## config.mk

```make
export PLATFORM = sky130hd
export DESIGN_NAME = jk_reg_controller
export DESIGN_NICKNAME = d
export VERILOG_FILES = /design/src/rtl/jk_reg_controller.sv
export SDC_FILE = /design/constraint.sdc
export NUM_CORES = 1
export LEC_CHECK = 0
export ABC_AREA = 0
export ABC_CLOCK_PERIOD_IN_PS = 2750
export BUFFER_PORTS_ARGS = -buffer_cell sky130_fd_sc_hd__buf_2
export CAP_MARGIN = 20
export CORE_MARGIN = 3
export CORE_UTILIZATION = 54
export CTS_CLUSTER_SIZE = 30
export DETAILED_ROUTE_END_ITERATION = 12
export PLACE_DENSITY = 0.83
export SLEW_MARGIN = 30
export SYNTH_ARGS = -nofsm -noshare
export SYNTH_HDL_FRONTEND = slang
export SYNTH_SLANG_ARGS = --single-unit
```

## constraint.sdc

```tcl
create_clock -name CLK -period 2.75 [get_ports CLK]
set_input_delay 0.275 -clock CLK [delete_from_list [all_inputs] [get_ports CLK]]
set_output_delay 0.275 -clock CLK [all_outputs]
set_load 0.05 [all_outputs]
```

## src/rtl/jk_reg_controller.sv

```systemverilog
// Purpose : command-driven controller for a bank of WIDTH JK flip-flops; each
//           command applies one JK operation to the masked bits for CMD_CNT edges.
// Latency : accept at edge N, Q updates at N+1..N+cnt, DONE high after N+cnt,
//           CMD_READY returns one cycle after DONE.
// Backpressure: CMD_READY is low outside IDLE and while CLR is low; a command
//           is taken only on an edge where CMD_VALID and CMD_READY are both high.
//
// Ports:
//   CLK        clock, all state changes on the rising edge
//   CLR        asynchronous active-low reset
//   CMD_VALID  command present on CMD_OP / CMD_MASK / CMD_CNT
//   CMD_READY  controller can accept a command this cycle
//   CMD_OP     00 HOLD, 01 RESET, 10 SET, 11 TOGGLE (bit1 = J, bit0 = K)
//   CMD_MASK   bits the command applies to; unmasked bits see J=0, K=0
//   CMD_CNT    number of edges the command is applied (0 behaves as 1)
//   ABORT      cancels the executing command without a DONE pulse
//   Q / P      register bank state and its complement
//   BUSY       high while a command is executing or completing
//   DONE       one-cycle pulse on normal completion
//   OP_COUNT   modulo-256 count of normally completed commands
module jk_reg_controller #(
  parameter int WIDTH = 8,
  parameter int CNT_W = 4
) (
  input  logic             CLK,
  input  logic             CLR,
  input  logic             CMD_VALID,
  output logic             CMD_READY,
  input  logic [1:0]       CMD_OP,
  input  logic [WIDTH-1:0] CMD_MASK,
  input  logic [CNT_W-1:0] CMD_CNT,
  input  logic             ABORT,
  output logic [WIDTH-1:0] Q,
  output logic [WIDTH-1:0] P,
  output logic             BUSY,
  output logic             DONE,
  output logic [7:0]       OP_COUNT
);

  typedef enum logic [1:0] {
    S_IDLE = 2'd0,
    S_EXEC = 2'd1,
    S_DONE = 2'd2
  } state_t;

  state_t           state;
  logic [1:0]       op_lat;
  logic [WIDTH-1:0] mask_lat;
  logic [CNT_W-1:0] remaining;

  logic [WIDTH-1:0] j_vec;
  logic [WIDTH-1:0] k_vec;
  logic [WIDTH-1:0] q_next;

  // Ready is gated by CLR directly so it drops the instant reset asserts,
  // and rises again as soon as reset is released (state is already IDLE).
  assign CMD_READY = (state == S_IDLE) && CLR;

  // P is a pure inversion of the state register, so it can never disagree
  // with Q, not even during reset.
  assign P = ~Q;

  // Per-bit J/K derived from the latched op; the mask forces J=K=0 on
  // unselected bits. Standard JK characteristic: Q+ = J&~Q | ~K&Q.
  always_comb begin
    j_vec  = mask_lat & {WIDTH{op_lat[1]}};
    k_vec  = mask_lat & {WIDTH{op_lat[0]}};
    q_next = (j_vec & ~Q) | (~k_vec & Q);
  end

  always_ff @(posedge CLK or negedge CLR) begin
    if (!CLR) begin
      state     <= S_IDLE;
      op_lat    <= '0;
      mask_lat  <= '0;
      remaining <= '0;
      Q         <= '0;
      BUSY      <= 1'b0;
      DONE      <= 1'b0;
      OP_COUNT  <= '0;
    end else begin
      case (state)
        S_IDLE: begin
          // ABORT has no meaning here; a valid command is always taken.
          if (CMD_VALID) begin
            op_lat    <= CMD_OP;
            mask_lat  <= CMD_MASK;
            remaining <= (CMD_CNT == '0) ? CNT_W'(1) : CMD_CNT;
            state     <= S_EXEC;
            BUSY      <= 1'b1;
          end
        end

        S_EXEC: begin
          if (ABORT) begin
            // Cancel before applying this edge's repetition.
            remaining <= '0;
            state     <= S_IDLE;
            BUSY      <= 1'b0;
          end else begin
            Q         <= q_next;
            remaining <= remaining - CNT_W'(1);
            if (remaining == CNT_W'(1)) begin
              state <= S_DONE;
              DONE  <= 1'b1;
            end
          end
        end

        S_DONE: begin
          OP_COUNT <= OP_COUNT + 8'd1;
          DONE     <= 1'b0;
          BUSY     <= 1'b0;
          state    <= S_IDLE;
        end

        default: begin
          state <= S_IDLE;
          DONE  <= 1'b0;
          BUSY  <= 1'b0;
        end
      endcase
    end
  end

endmodule

```

After elaboration in Yosys (flattened, before gate mapping)
Cells that the tools add are included.
Widths: inputs -> output; s select.

word-level totals
  bits in registers = 34
  word-level logic and storage cells = 51
  output and inout bits = 27
  input port bits = 18

operators by class
  add/subtract/negate cells = 2
  mux-type cells = 14
  equal/unequal tests = 8
  reduce and logical (&&, ||, !) cells = 10
  bitwise logic cells = 9

operators with widths
  operator             count
  $and 8x8->8          4
  $not 8->8            2
  $mux 4               3
  $reduce_and 2->1     5
  $add 8x1->8 const B  1
  $ne 2x2->1 const B   4
  $or 8x8->8           1
  $pmux 4 s2           1
  $mux 2               3
  $eq 4x1->1 const B   1
  $logic_not 4->1      1
  $mux 1               4
  $pmux 1 s2           2
  $pmux 2 s2           1
  $sub 4x1->4 const B  1
  $ne 3x3->1 const B   1
  $reduce_and 3->1     1
  $eq 2x1->1 const B   1
  $eq 2x2->1 const B   1
  $logic_not 2->1      1
  $not 1->1            2
  $reduce_bool 2->1    1
  $logic_and 1x1->1    1

Logic depth before layout (Yosys ltp)
Gate-level depths: netlist (run 1).

  depth in word-level cells = 4
  gate-level depth with buffers = 5
  gate-level depth less buffers = 5

Worst setup path before layout (run 1)
No wires, ideal clock.

  kind = flip-flop to output port
  from = register state[1]
  to = output port CMD_READY
  arrival time = 1.732 ns
  data required time = 2.475 ns
  slack = 0.743 ns
  buffers on the path = 1
  cell stages (with the launch flop) = 3
  cell sequence = dfrtp_1 > buf_6 > nor3b_1

between the ends
  cells in the longest elaborated chain, start to end = 2

RTL lines
  element                   line  text
  start: declaration        46    state_t state;
  start signal: assignment  73    state <= S_IDLE;
  start signal: assignment  89    state <= S_EXEC;
  start signal: assignment  98    state <= S_IDLE;
  $logic_not 2->1           57    assign CMD_READY = (state == S_IDLE) && CLR;
  $logic_and 1x1->1         57
  end: declaration          28    output logic CMD_READY,

No other way between the ends.

Final worst setup path (run 1)
  from = register state[0]
  to = output port CMD_READY

Same word-level chain as after synthesis.

==> Flow_metrics.wiki, run 1 <==
{| class="wikitable"
! Metric !! Value
|-
| Number of synthesized flops with an enable pin || 0
|-
| Number of max-capacitance violations reported || 0
|-
| Startpoint type of the worst setup path || flop
|-
| Horizontal die dimension || roughly 60 µm
|-
| Final Slew Violations || 0
|-
| Setup repair after global routing missed its margin || false
|-
| Leading cell type by number of instances after synthesis || sky130_fd_sc_hd__dfrtp_1
|-
| Maximum operating frequency || 0.5909 GHz
|-
| Peak per-stage delay on the critical path || between 0.5 and 0.6 ns
|-
| Part of the total power dissipated in combinational logic || between 40 and 50%
|-
| Total routing usage reported by global routing || 19.42%
|-
| Post-route clock period utilization || around three fifths
|-
| Post-DR wirelength/cell || 14.24 µm
|-
| Area leader, netlist || sky130_fd_sc_hd__dfrtp_1
|-
| Seq. cell area || ~850 µm²
|-
| Maximum resistive drop on vdd || ~1.2 mV
|-
| Worst relative slew slack || between 60% and 70%
|-
| Number of warnings reported in the yosys synthesis log || 0
|-
| Synthesized instance count || 133
|-
| Post-synthesis async set-or-reset flop share || 100.0%
|-
| Core area || 2613 µm²
|-
| Worst-skew pair later-pin latency || between 0.3 and 0.4 ns
|-
| Sum of routed wire length over all layers || between 3000 and 4000 µm
|-
| Worst Setup Slack post-DPL || ~1.1 ns
|-
| Global-route wire length before repair || between 4000 and 5000 µm
|-
| Worst-case setup margin in the final layout || 1.058 ns
|-
| Gate family responsible for the most delay along the worst path || flip-flops
|-
| Placed Area || 1787 µm²
|-
| Sum of overflow across all layers after global routing || 0
|-
| Num CTS Buffers || 5
|-
| Syn nets || ~150
|-
| Number of buffers added on ports || 44
|-
| Post CTS Setup Buffer Count || 0
|-
| Worst setup path category || flop to output port
|-
| Total power of the final layout || 2437 µW
|-
| Static Leak || 0.0009244 µW
|-
| Full die area || between 3000 and 4000 µm²
|-
| First drt pass iteration count || 6
|-
| TritonCTS clock tree || yes
|-
| Final count of hold timing violations || 0
|-
| Internal Dissipation || 1264 µW
|-
| Vias after detailed routing || 1,158
|-
| Number of nets in the finished design || slightly above 200
|-
| Diode insertion count for antenna repair || 0
|-
| Final Cell Area || between 1500 and 2000 µm²
|-
| H-tree depth || 2
|-
| Number of primary I/O pins || 45
|-
| Number of flip-flops and latches in the synthesized netlist || 34
|-
| Fin Setup TNS || 0 ns
|-
| Least-Margin Pin Slew || roughly 0.56 ns
|-
| Type of element capturing the critical path || output port
|-
| Clock Path Buffers || 2
|-
| Initial antenna violation count || 0
|-
| Worst Skew || 0.01263 ns
|-
| Bufs and invs on worst path || 1
|-
| Fraction of power consumed by the clock network || 15.0%
|-
| Result of the run || finished, final reports clean
|-
| Seq/Total Area, Yosys || between 50 and 60%
|-
| Num Clock Sinks || 34
|-
| Final-report setup violation count || 0
|-
| Number of global-route vias before repair || 1,157
|-
| Area of combinational cells with multiple inputs || around 630 µm²
|-
| Net switching power of the design || 1173 µW
|-
| Share of cells above drive strength 1 || a little under two fifths
|-
| Cell-by-cell listing of the critical path || nor3b_1 > buf_2
|-
| Crit path arrival time || 1.42 ns
|-
| Synthesized area per cell || 11.71 µm²
|-
| Min Tclk post-route || ~1.7 ns
|-
| Netlist area before placement || roughly 1600 µm²
|-
| Count of standard-cell rows || 18
|-
| Share of total power consumed by net switching || ~48%
|-
| Area share of the largest cell type after synthesis || approximately 55%
|-
| Total power density per cell area || 1298 nW/µm²
|-
| Vias per Instance || approximately 5.5
|-
| HPWL after DPL || 2327 µm
|-
| Post-CTS sizing || 0
|-
| DR DRC count || 0
|-
| Initial DRC Count || between 50 and 60
|-
| Most common flop cell mapped by yosys || sky130_fd_sc_hd__dfrtp_1
|-
| Area growth from synthesis to final layout || 20.56%
|-
| Cell at the root of the clock tree || sky130_fd_sc_hd__clkbuf_4
|-
| Clk pin slew, worst setup/hold paths || roughly 0.1 ns
|-
| Most common library cells after synthesis || sky130_fd_sc_hd__dfrtp_1, sky130_fd_sc_hd__a21oi_1, sky130_fd_sc_hd__mux2_2
|-
| Slowest cell on crit path || sky130_fd_sc_hd__dfrtp_1
|-
| Number of inserted filler cells in the final layout || about 200
|-
| Die outline height || between 50 and 60 µm
|-
| Required time at the worst-slack endpoint || 2.48 ns
|-
| RePlAce Congestion || ~0.85
|-
| Largest net degree at the start of global routing || 35
|-
| Initial core utilization || between 50% and 60%
|-
| Maximum fanout count along the critical path || 13
|-
| Synth top area cells || sky130_fd_sc_hd__dfrtp_1, sky130_fd_sc_hd__mux2_2, sky130_fd_sc_hd__xnor2_1, sky130_fd_sc_hd__a31oi_1, sky130_fd_sc_hd__a21oi_1
|-
| Class of the most critical hold timing path || primary input to flop
|-
| Yosys cell types || 31
|-
| Residual antenna-violating net count after detailed routing || 0
|-
| Register share of total power || around 37%
|}
worst reg2reg max path: cells and delay by family, from the launching register on:
family           cells  cell delay [ns]
flip-flops           1             0.54
multiplexers         1             0.40
AND/OR/NAND/NOR      1             0.57
metrics by stage:
stage | util [%] | std cells | hold slack [ns]
final | 71.89 | 212 | 0.1788
after detailed placement | 68.39 | 204 | 0.3522
after floorplan | - | 133 | -0.02059
after CTS | 71.89 | 212 | 0.1696
after global placement | 68.39 | 204 | 0.3497
after global routing | 71.89 | 212 | 0.1488
final cells by class:
class / count / area share, %
sequential: 34 / 45.30
multi-input combinational: 84 / 33.31
timing repair buffer: 47 / 13.06
clock buffer: 6 / 2.732
inverter: 10 / 1.999
tap: 30 / 1.999
clock inverter: 1 / 1.599
state kept, by name, indices dropped and copies added (netlist names):
| signal | count |
|---|---|
| op_lat | 2 |
| state | 2 |
| Q | 8 |
| DONE | 1 |
| BUSY | 1 |
| mask_lat | 8 |
| OP_COUNT | 8 |
| remaining | 4 |
power by group through the flow:
stage	sequential [µW]	combinational [µW]	clock, µW
floorplan	1180	644	0
global placement	900	1140	0
detailed placement	918	1180	0
CTS	907	1180	374
global route	950	1260	402
finish	908	1160	366
metal layers:
layer | vias to the layer above | track usage (%) | part of all wire [%]
li1 | 569 | - | -
met1 | 552 | 23.27 | 41
met2 | 32 | 31.64 | 52
met3 | 5 | 8.423 | 6.3
met4 | 0 | 5.696 | 1.3
met5 | - | 0 | 0
kinds of logic after synthesis:
group | share of synthesized area (%)
AND/OR/NAND/NOR | 13.33
flip-flops | 54.62
AO/OA/AOI/OAI | 11.32
multiplexers | 8.594
XOR/XNOR | 4.498
buffers and inverters | 5.221
adder cells (fa/ha/maj) | 2.410
layout by cell type (no fill, tap or decap), types with 2 or more instances in the layout:
master / n
sky130_fd_sc_hd__a21oi_1: 11
sky130_fd_sc_hd__a31oi_1: 9
sky130_fd_sc_hd__and3_1: 2
sky130_fd_sc_hd__buf_2: 44
sky130_fd_sc_hd__buf_4: 2
sky130_fd_sc_hd__clkbuf_4: 5
sky130_fd_sc_hd__dfrtp_1: 34
sky130_fd_sc_hd__ha_1: 3
sky130_fd_sc_hd__inv_1: 10
sky130_fd_sc_hd__mux2_2: 11
sky130_fd_sc_hd__nand2_1: 5
sky130_fd_sc_hd__nand2b_1: 4
sky130_fd_sc_hd__nand3b_1: 2
sky130_fd_sc_hd__nand4_1: 4
sky130_fd_sc_hd__nor2_1: 5
sky130_fd_sc_hd__nor2b_1: 2
sky130_fd_sc_hd__nor3_1: 2
sky130_fd_sc_hd__o211ai_1: 2
sky130_fd_sc_hd__o21ai_0: 2
sky130_fd_sc_hd__o21bai_1: 2
sky130_fd_sc_hd__xnor2_1: 7
path summary, 6_finish.rpt:
check / end / cells after the start / slack (ns) / startpoint
worst min-delay path: mask_lat[2] / 2 / 0.18 / CMD_MASK[2]
worst max-delay path: CMD_READY / 2 / 1.06 / state[0]
max in group asynchronous: state[0] / 3 / 1.91 / CLR
worst max register to register: mask_lat[1] / 2 / 1.14 / state[0]
min in group asynchronous: OP_COUNT[0] / 3 / 0.54 / CLR
worst min register to register: OP_COUNT[7] / 1 / 0.47 / OP_COUNT[7]
timing repair:
item,CTS,global route
setup endpoints to repair,0,0
hold buffers,1,0
hold endpoints to repair,34,0
No activity file was read; power rests on OpenSTA's default activity.
==> inputs of run 2 (changes only) <==
- ABC_CLOCK_PERIOD_IN_PS: 2750 -> 1700
- CORE_UTILIZATION: 54 -> 51
- PLACE_DENSITY: 0.83 -> 0.79
- clock period: 2.75 -> 1.7 ns (I/O delays scaled with it)
==> run 2 against run 1 <==
  * Sequential share of layout area down 0.24 points
  * Sequential cell count is the same
  * Via count grew 3.4%
  * Combinational power rose by 67%
  * Hold slack got worse by 0.11 ns
  * Cell count increased by 2.4%
  * Final area grew 0.53%
  * Non-clock buffer count increased by 3
  * Worst setup slack worse by 0.95 ns
  * Critical endpoint unchanged
==> Flow_metrics.wiki, run 2 (synthesis gave the netlist of run 1 again) <==
{| class="wikitable"
! Metric !! Value
|-
| Result of the run || finished, final reports clean (unchanged)
|-
| Share of cells above drive strength 1 || 38.71% (was 37.36%)
|-
| Cell at the root of the clock tree || sky130_fd_sc_hd__clkbuf_4 (unchanged)
|-
| Least-Margin Pin Slew || 0.4101 ns (was 0.5593 ns)
|-
| Fin Setup TNS || 0 ns (unchanged)
|-
| Full die area || 3753 µm² (was 3565 µm²)
|-
| Number of nets in the finished design || 206 (was 203)
|-
| Clock Path Buffers || 2 (unchanged)
|-
| Initial core utilization || 55.06% (was 59.63%)
|-
| Sum of overflow across all layers after global routing || 0 (unchanged)
|-
| Largest registers in the final layout || OP_COUNT x8, Q x8, mask_lat x8 (unchanged)
|-
| Bufs and invs on worst path || 2 (was 1)
|-
| Total power density per cell area || 2034 nW/µm² (was 1298 nW/µm²)
|-
| Largest net degree at the start of global routing || 35 (unchanged)
|-
| Register-to-register setup slack || 0.25 ns (was 1.14 ns)
|-
| First drt pass iteration count || 5 (was 6)
|-
| Number of primary I/O pins || 45 (unchanged)
|-
| Slowest cell on crit path || sky130_fd_sc_hd__dfrtp_1 (unchanged)
|-
| Seq. cell area || 850.8 µm² (unchanged)
|-
| Met2 routing resource usage after global routing || 27.79% (was 31.64%)
|-
| Number of global-route vias before repair || 1,100 (was 1,157)
|-
| Count of standard-cell rows || 19 (was 18)
|-
| Post-route clock period utilization || approximately 94%
|-
| Initial antenna violation count || 0 (unchanged)
|-
| DR DRC count || 0 (unchanged)
|-
| Min Tclk post-route || approximately 1.6 ns
|-
| Cell-by-cell listing of the critical path || buf_4 > nor3b_2 > clkbuf_4 (was nor3b_1 > buf_2)
|-
| Sum of routed wire length over all layers || 3036 µm (was 3019 µm)
|-
| Global-route met1 utilization || 23.32% (was 23.27%)
|-
| HPWL after DPL || 2277 µm (was 2327 µm)
|-
| GRT met3 Usage || 7.757% (was 8.423%)
|-
| Maximum fanout count along the critical path || 9 (was 13)
|-
| Initial DRC Count || 73 (was 57)
|-
| Maximum resistive drop on vdd || 1.145 mV (was 1.208 mV)
|-
| Static Leak || 0.0009335 µW (was 0.0009244 µW)
|-
| H-tree depth || 2 (unchanged)
|-
| RePlAce Congestion || 0.8119 (was 0.8524)
|-
| Worst Skew || 0.007463 ns (was 0.01263 ns)
|-
| Final Hold Slack || 0.06400 ns (was 0.1788 ns)
|-
| Gate family responsible for the most delay along the worst path || flip-flops (unchanged)
|-
| Vias per Instance || 5.516 (was 5.462)
|-
| Total routing usage reported by global routing || 18.57% (was 19.42%)
|-
| Diode insertion count for antenna repair || 0 (unchanged)
|-
| TritonCTS clock tree || yes (unchanged)
|-
| Peak per-stage delay on the critical path || 0.48 ns (was 0.54 ns)
|-
| Residual antenna-violating net count after detailed routing || 0 (unchanged)
|-
| GRT busiest layer || met2 (unchanged)
|-
| Die outline height || 61.27 µm (was 59.71 µm)
|-
| Global-route wire length before repair || 4981 µm (was 4995 µm)
|-
| Worst relative slew slack || 72.66% (was 62.68%)
|-
| Clk pin slew, worst setup/hold paths || 0.09 ns (was 0.10 ns)
|-
| Setup repair after global routing missed its margin || false (unchanged)
|-
| Worst-skew pair later-pin latency || 0.34 ns (was 0.33 ns)
|-
| Number of inserted filler cells in the final layout || 234 (was 195)
|-
| Post-DR wirelength/cell || 13.99 µm (was 14.24 µm)
|-
| Type of element capturing the critical path || output port (unchanged)
|-
| Crit path arrival time || 1.42 ns (about the same)
|-
| Num CTS Buffers || 5 (unchanged)
|-
| Startpoint type of the worst setup path || flop (unchanged)
|-
| Area of combinational cells with multiple inputs || 630.6 µm² (was 625.6 µm²)
|-
| Area growth from synthesis to final layout || 21.20% (was 20.56%)
|-
| Required time at the worst-slack endpoint || 1.53 ns (was 2.48 ns)
|-
| Vias after detailed routing || 1,197 (was 1,158)
|-
| Class of the most critical hold timing path || primary input to flop (unchanged)
|-
| Final-report setup violation count || 0 (unchanged)
|-
| Final count of hold timing violations || 0 (unchanged)
|-
| Number of max-capacitance violations reported || 0 (unchanged)
|-
| Worst setup path category || flop to output port (unchanged)
|-
| Final Slew Violations || 0 (unchanged)
|-
| Number of buffers added on ports || 44 (unchanged)
|-
| Most frequent cells in the layout || sky130_fd_sc_hd__buf_2, sky130_fd_sc_hd__dfrtp_1, sky130_fd_sc_hd__mux2_2, sky130_fd_sc_hd__a21oi_1, sky130_fd_sc_hd__inv_1 (unchanged)
|-
| Horizontal die dimension || 61.27 µm (was 59.71 µm)
|-
| Post CTS Setup Buffer Count || 0 (unchanged)
|-
| Maximum operating frequency || approximately 0.63 GHz
|-
| Core area || 2829 µm² (was 2613 µm²)
|-
| Num Clock Sinks || 34 (unchanged)
|-
| Most common library cell in the layout ignoring fill and taps || sky130_fd_sc_hd__buf_2 (unchanged)
|}
## run 2: area by class of cell
cell class	instances	area share (%)
Inverter	10	1.988
Sequential cell	34	45.06
Tap cell	31	2.054
Clock buffer	7	2.916
Timing Repair Buffer	50	14.31
Clock inverter	1	0.2651
Multi-Input combinational cell	84	33.40
## run 2: worst reg2reg max path, cell delays in order (launching register included)
cell and delay, ns:
sky130_fd_sc_hd__dfrtp_1 0.48, sky130_fd_sc_hd__buf_4 0.21, sky130_fd_sc_hd__nor2_1 0.14, sky130_fd_sc_hd__and3_1 0.37
sky130_fd_sc_hd__a31oi_1 0.14
## run 2: routing by layer
metal,vias to the layer above,share of wire (%)
li1,571,-
met1,569,44
met2,47,47
met3,10,6.8
met4,0,2.3
met5,-,0
## run 2: where the power goes
group | internal, µW | total, µW | switching, µW
clock network | 200 | 448 | 248
registers | 1130 | 1450 | 323
logic | 599 | 1940 | 1340
## run 2: metrics by stage
step	power [µW]	std cells	util, %	instance area [µm²]	setup WS [ns]
final	3840	217	66.74	1888	0.1092
after global placement	3344	208	64.18	1815	0.2797
after CTS	3867	217	66.65	1886	0.06717
after global routing	4118	217	66.74	1888	0.007868
after floorplan	2951	133	-	1563	0.2926
after detailed placement	3408	208	64.18	1815	0.2527
## run 2: what timing repair did
action                                  4_1_cts  5_1_grt
endpoints found under the hold margin        34        0
endpoints found under the setup margin        0        1
resized for setup                             0        1
hold buffers                                  1        0
## run 2: path summary, 6_finish.rpt
kind | startpoint | endpoint | cells after the start
setup / recovery | state[0] | CMD_READY | 3
hold reg to reg | OP_COUNT[7] | OP_COUNT[7] | 1
min in group asynchronous | CLR | Q[7] | 3
setup reg to reg | state[1] | Q[4] | 4
max in group asynchronous | CLR | OP_COUNT[1] | 3
hold / removal | CMD_MASK[4] | mask_lat[4] | 2
==> inputs of run 3 (changes only) <==
- BUFFER_PORTS_ARGS: -buffer_cell sky130_fd_sc_hd__buf_2 -> default
- CORE_UTILIZATION: 51 -> 61
- DONT_BUFFER_PORTS: default -> 1
- PLACE_DENSITY: 0.79 -> 0.77
- SETUP_SLACK_MARGIN: default -> 0.05
==> run 3 against run 2 <==
  * Fmax is 3.5% higher
  * Critical path depth fell by 1
  * Die area shrank 15%
  * Clock skew decreased by 0.00092 ns
  * Highest routed layer unchanged
  * Critical endpoint unchanged
  * Final area rose by 0.46%
  * First-iteration DRC count down 32%
==> Flow_metrics.wiki, run 3 (synthesis gave the netlist of run 1 again) <==
{| class="wikitable"
! Metric !! Value
|-
| Diode insertion count for antenna repair || 0 (unchanged)
|-
| Total power of the final layout || 3866 µW (was 3840 µW)
|-
| Number of global-route vias before repair || 1,164 (was 1,100)
|-
| Clock Path Buffers || 2 (unchanged)
|-
| Residual antenna-violating net count after detailed routing || 0 (unchanged)
|-
| Worst-case setup margin in the final layout || 0.1628 ns (was 0.1092 ns)
|-
| Min Tclk post-route || 1.537 ns (was 1.591 ns)
|-
| First drt pass iteration count || 4 (was 5)
|-
| Initial core utilization || 67.19% (was 55.06%)
|-
| Worst setup path category || flop to output port (unchanged)
|-
| Placed cells || 175 (was 208)
|-
| Share of cells above drive strength 1 || 25.60% (was 38.71%)
|-
| RePlAce Congestion || 0.8580 (was 0.8119)
|-
| Worst Setup Slack post-DPL || 0.2309 ns (was 0.2527 ns)
|-
| Count of standard-cell rows || 17 (was 19)
|-
| Least-Margin Pin Slew || 0.5142 ns (was 0.4101 ns)
|-
| Horizontal die dimension || 56.54 µm (was 61.27 µm)
|-
| Total power density per cell area || 2038 nW/µm² (was 2034 nW/µm²)
|-
| Class of the most critical hold timing path || primary input to flop (unchanged)
|-
| Initial antenna violation count || 0 (unchanged)
|-
| DR DRC count || 0 (unchanged)
|-
| Hold depth || 2 (unchanged)
|-
| Vias after detailed routing || 1,155 (was 1,197)
|-
| GRT met3 Usage || 9.195% (was 7.757%)
|-
| Worst-skew pair later-pin latency || 0.33 ns (was 0.34 ns)
|-
| Number of inserted filler cells in the final layout || 148 (was 234)
|-
| Largest net degree at the start of global routing || 35 (unchanged)
|-
| Seq. cell area || 850.8 µm² (unchanged)
|-
| Final count of hold timing violations || 0 (unchanged)
|-
| Crit path arrival time || 1.37 ns (was 1.42 ns)
|-
| Area growth from synthesis to final layout || 21.77% (was 21.20%)
|-
| Die outline height || 56.54 µm (was 61.27 µm)
|-
| Type of element capturing the critical path || output port (unchanged)
|-
| Result of the run || finished, final reports clean (unchanged)
|-
| Global-route wire length before repair || 5651 µm (was 4981 µm)
|-
| Worst Skew || 0.006539 ns (was 0.007463 ns)
|-
| Vias per Instance || 5.893 (was 5.516)
|-
| Static Leak || 0.0008735 µW (was 0.0009335 µW)
|-
| Most common library cell in the layout ignoring fill and taps || sky130_fd_sc_hd__dfrtp_1 (was sky130_fd_sc_hd__buf_2)
|-
| Clk pin slew, worst setup/hold paths || 0.10 ns (was 0.09 ns)
|-
| Final cell count without fillers || 196 (was 217)
|-
| Final Cell Area || 1897 µm² (was 1888 µm²)
|-
| Maximum resistive drop on vdd || 1.905 mV (was 1.145 mV)
|-
| Worst relative slew slack || 65.72% (was 72.66%)
|-
| Number of max-capacitance violations reported || 0 (unchanged)
|-
| Number of primary I/O pins || 45 (unchanged)
|-
| TritonCTS clock tree || yes (unchanged)
|-
| Startpoint type of the worst setup path || flop (unchanged)
|-
| Post-route clock period utilization || 90.43% (was 93.58%)
|-
| Most frequent cells in the layout || sky130_fd_sc_hd__dfrtp_1, sky130_fd_sc_hd__buf_4, sky130_fd_sc_hd__dlygate4sd3_1 (was sky130_fd_sc_hd__buf_2, sky130_fd_sc_hd__dfrtp_1, sky130_fd_sc_hd__mux2_2, sky130_fd_sc_hd__a21oi_1, sky130_fd_sc_hd__inv_1)
|-
| Num Clock Sinks || 34 (unchanged)
|-
| Full die area || 3196 µm² (was 3753 µm²)
|-
| End point of the most critical hold path || remaining[1] (was mask_lat[4])
|-
| Number of buffers added on ports || 0 (was 44)
|-
| Required time at the worst-slack endpoint || 1.53 ns (about the same)
|-
| Hold Path Origin || CMD_CNT[1] (was CMD_MASK[4])
|-
| Initial DRC Count || 50 (was 73)
|-
| Placed Area || 1697 µm² (was 1815 µm²)
|-
| Total routing usage reported by global routing || 23.26% (was 18.57%)
|-
| Setup repair after global routing missed its margin || false (unchanged)
|-
| Cell at the root of the clock tree || sky130_fd_sc_hd__clkbuf_4 (unchanged)
|-
| Fin Setup TNS || 0 ns (unchanged)
|-
| Met2 routing resource usage after global routing || 39.11% (was 27.79%)
|-
| H-tree depth || 2 (unchanged)
|-
| Worst flop-to-flop path endpoint || mask_lat[0] (was Q[4])
|-
| Number of nets in the finished design || 188 (was 206)
|-
| Maximum fanout count along the critical path || 15 (was 9)
|-
| Sum of overflow across all layers after global routing || 0 (unchanged)
|-
| Post-CTS sizing || 0 (unchanged)
|-
| Maximum operating frequency || 0.6505 GHz (was 0.6286 GHz)
|-
| Final Slew Violations || 0 (unchanged)
|-
| Global-route met1 utilization || 27.30% (was 23.32%)
|-
| Num CTS Buffers || 5 (unchanged)
|-
| Area of combinational cells with multiple inputs || 630.6 µm² (unchanged)
|-
| Final-report setup violation count || 0 (unchanged)
|-
| R2R depth || 3 (was 4)
|-
| Sum of routed wire length over all layers || 3400 µm (was 3036 µm)
|-
| Worst reg2reg path startpoint || state[1] (unchanged)
|-
| Largest registers in the final layout || OP_COUNT x8, Q x8, mask_lat x8 (unchanged)
|-
| Core area || 2318 µm² (was 2829 µm²)
|-
| HPWL after DPL || 2271 µm (was 2277 µm)
|-
| GRT busiest layer || met2 (unchanged)
|-
| Post-DR wirelength/cell || 17.35 µm (was 13.99 µm)
|-
| Register-to-register setup slack || 0.21 ns (was 0.25 ns)
|}
-- run 3: cell count changes in the layout (fill, tap and decap cells not counted) --
cell	before	now
sky130_fd_sc_hd__buf_2	43	0
sky130_fd_sc_hd__buf_12	0	1
sky130_fd_sc_hd__buf_4	5	19
sky130_fd_sc_hd__dlygate4sd3_1	1	12
sky130_fd_sc_hd__clkbuf_4	6	5
-- run 3: cell type report --
cell class,count,share of cell area [%]
clock buffers,7,2.902
clock inverters,1,0.2639
inverters,10,1.979
multi-input cells,84,33.25
flip-flops and latches,34,44.85
well taps,28,1.847
repair buffers,32,14.91
-- run 3: power by group --
group | internal [µW] | switching, µW
logic | 594 | 1240
clock network | 200 | 259
registers | 1130 | 440
-- run 3: worst max-delay path by stage --
stage,startpoint,endpoint,slack [ns],cells after the start
5_1_grt,state[1],CMD_READY,0.07,2
3_3_place_gp,state[1],mask_lat[3],0.29,3
3_5_place_dp,state[1],mask_lat[0],0.23,3
2_1_floorplan,state[1],CMD_READY,0.29,2
6_report,state[1],CMD_READY,0.16,2
4_1_cts,state[1],CMD_READY,0.14,2
-- run 3: critical path: stages, from the launching register on --
cell	delay, ns
sky130_fd_sc_hd__dfrtp_1	0.57
sky130_fd_sc_hd__nor3b_2	0.24
sky130_fd_sc_hd__buf_4	0.23
-- run 3: timing repair --
| item | in CTS | in global routing |
|---|---|---|
| hold buffers | 12 | 1 |
| buffers inserted | 0 | 0 |
| hold endpoints to repair | 44 | 1 |
-- run 3: layer usage --
| layer | wire [µm] | share of wire [%] |
|---|---|---|
| met5 | 0 | 0 |
| met4 | 23 | 0.68 |
| met3 | 263 | 7.7 |
| met2 | 1790 | 53 |
| met1 | 1323 | 39 |
-- run 3: stage by stage --
stage / hold slack, ns / util, %
2_1_floorplan: -0.1256 / -
3_3_place_gp: -0.1248 / 73.18
3_5_place_dp: -0.1249 / 73.18
4_1_cts: 0.004073 / 81.38
5_1_grt: 0.02513 / 81.81
6_report: 0.02041 / 81.81
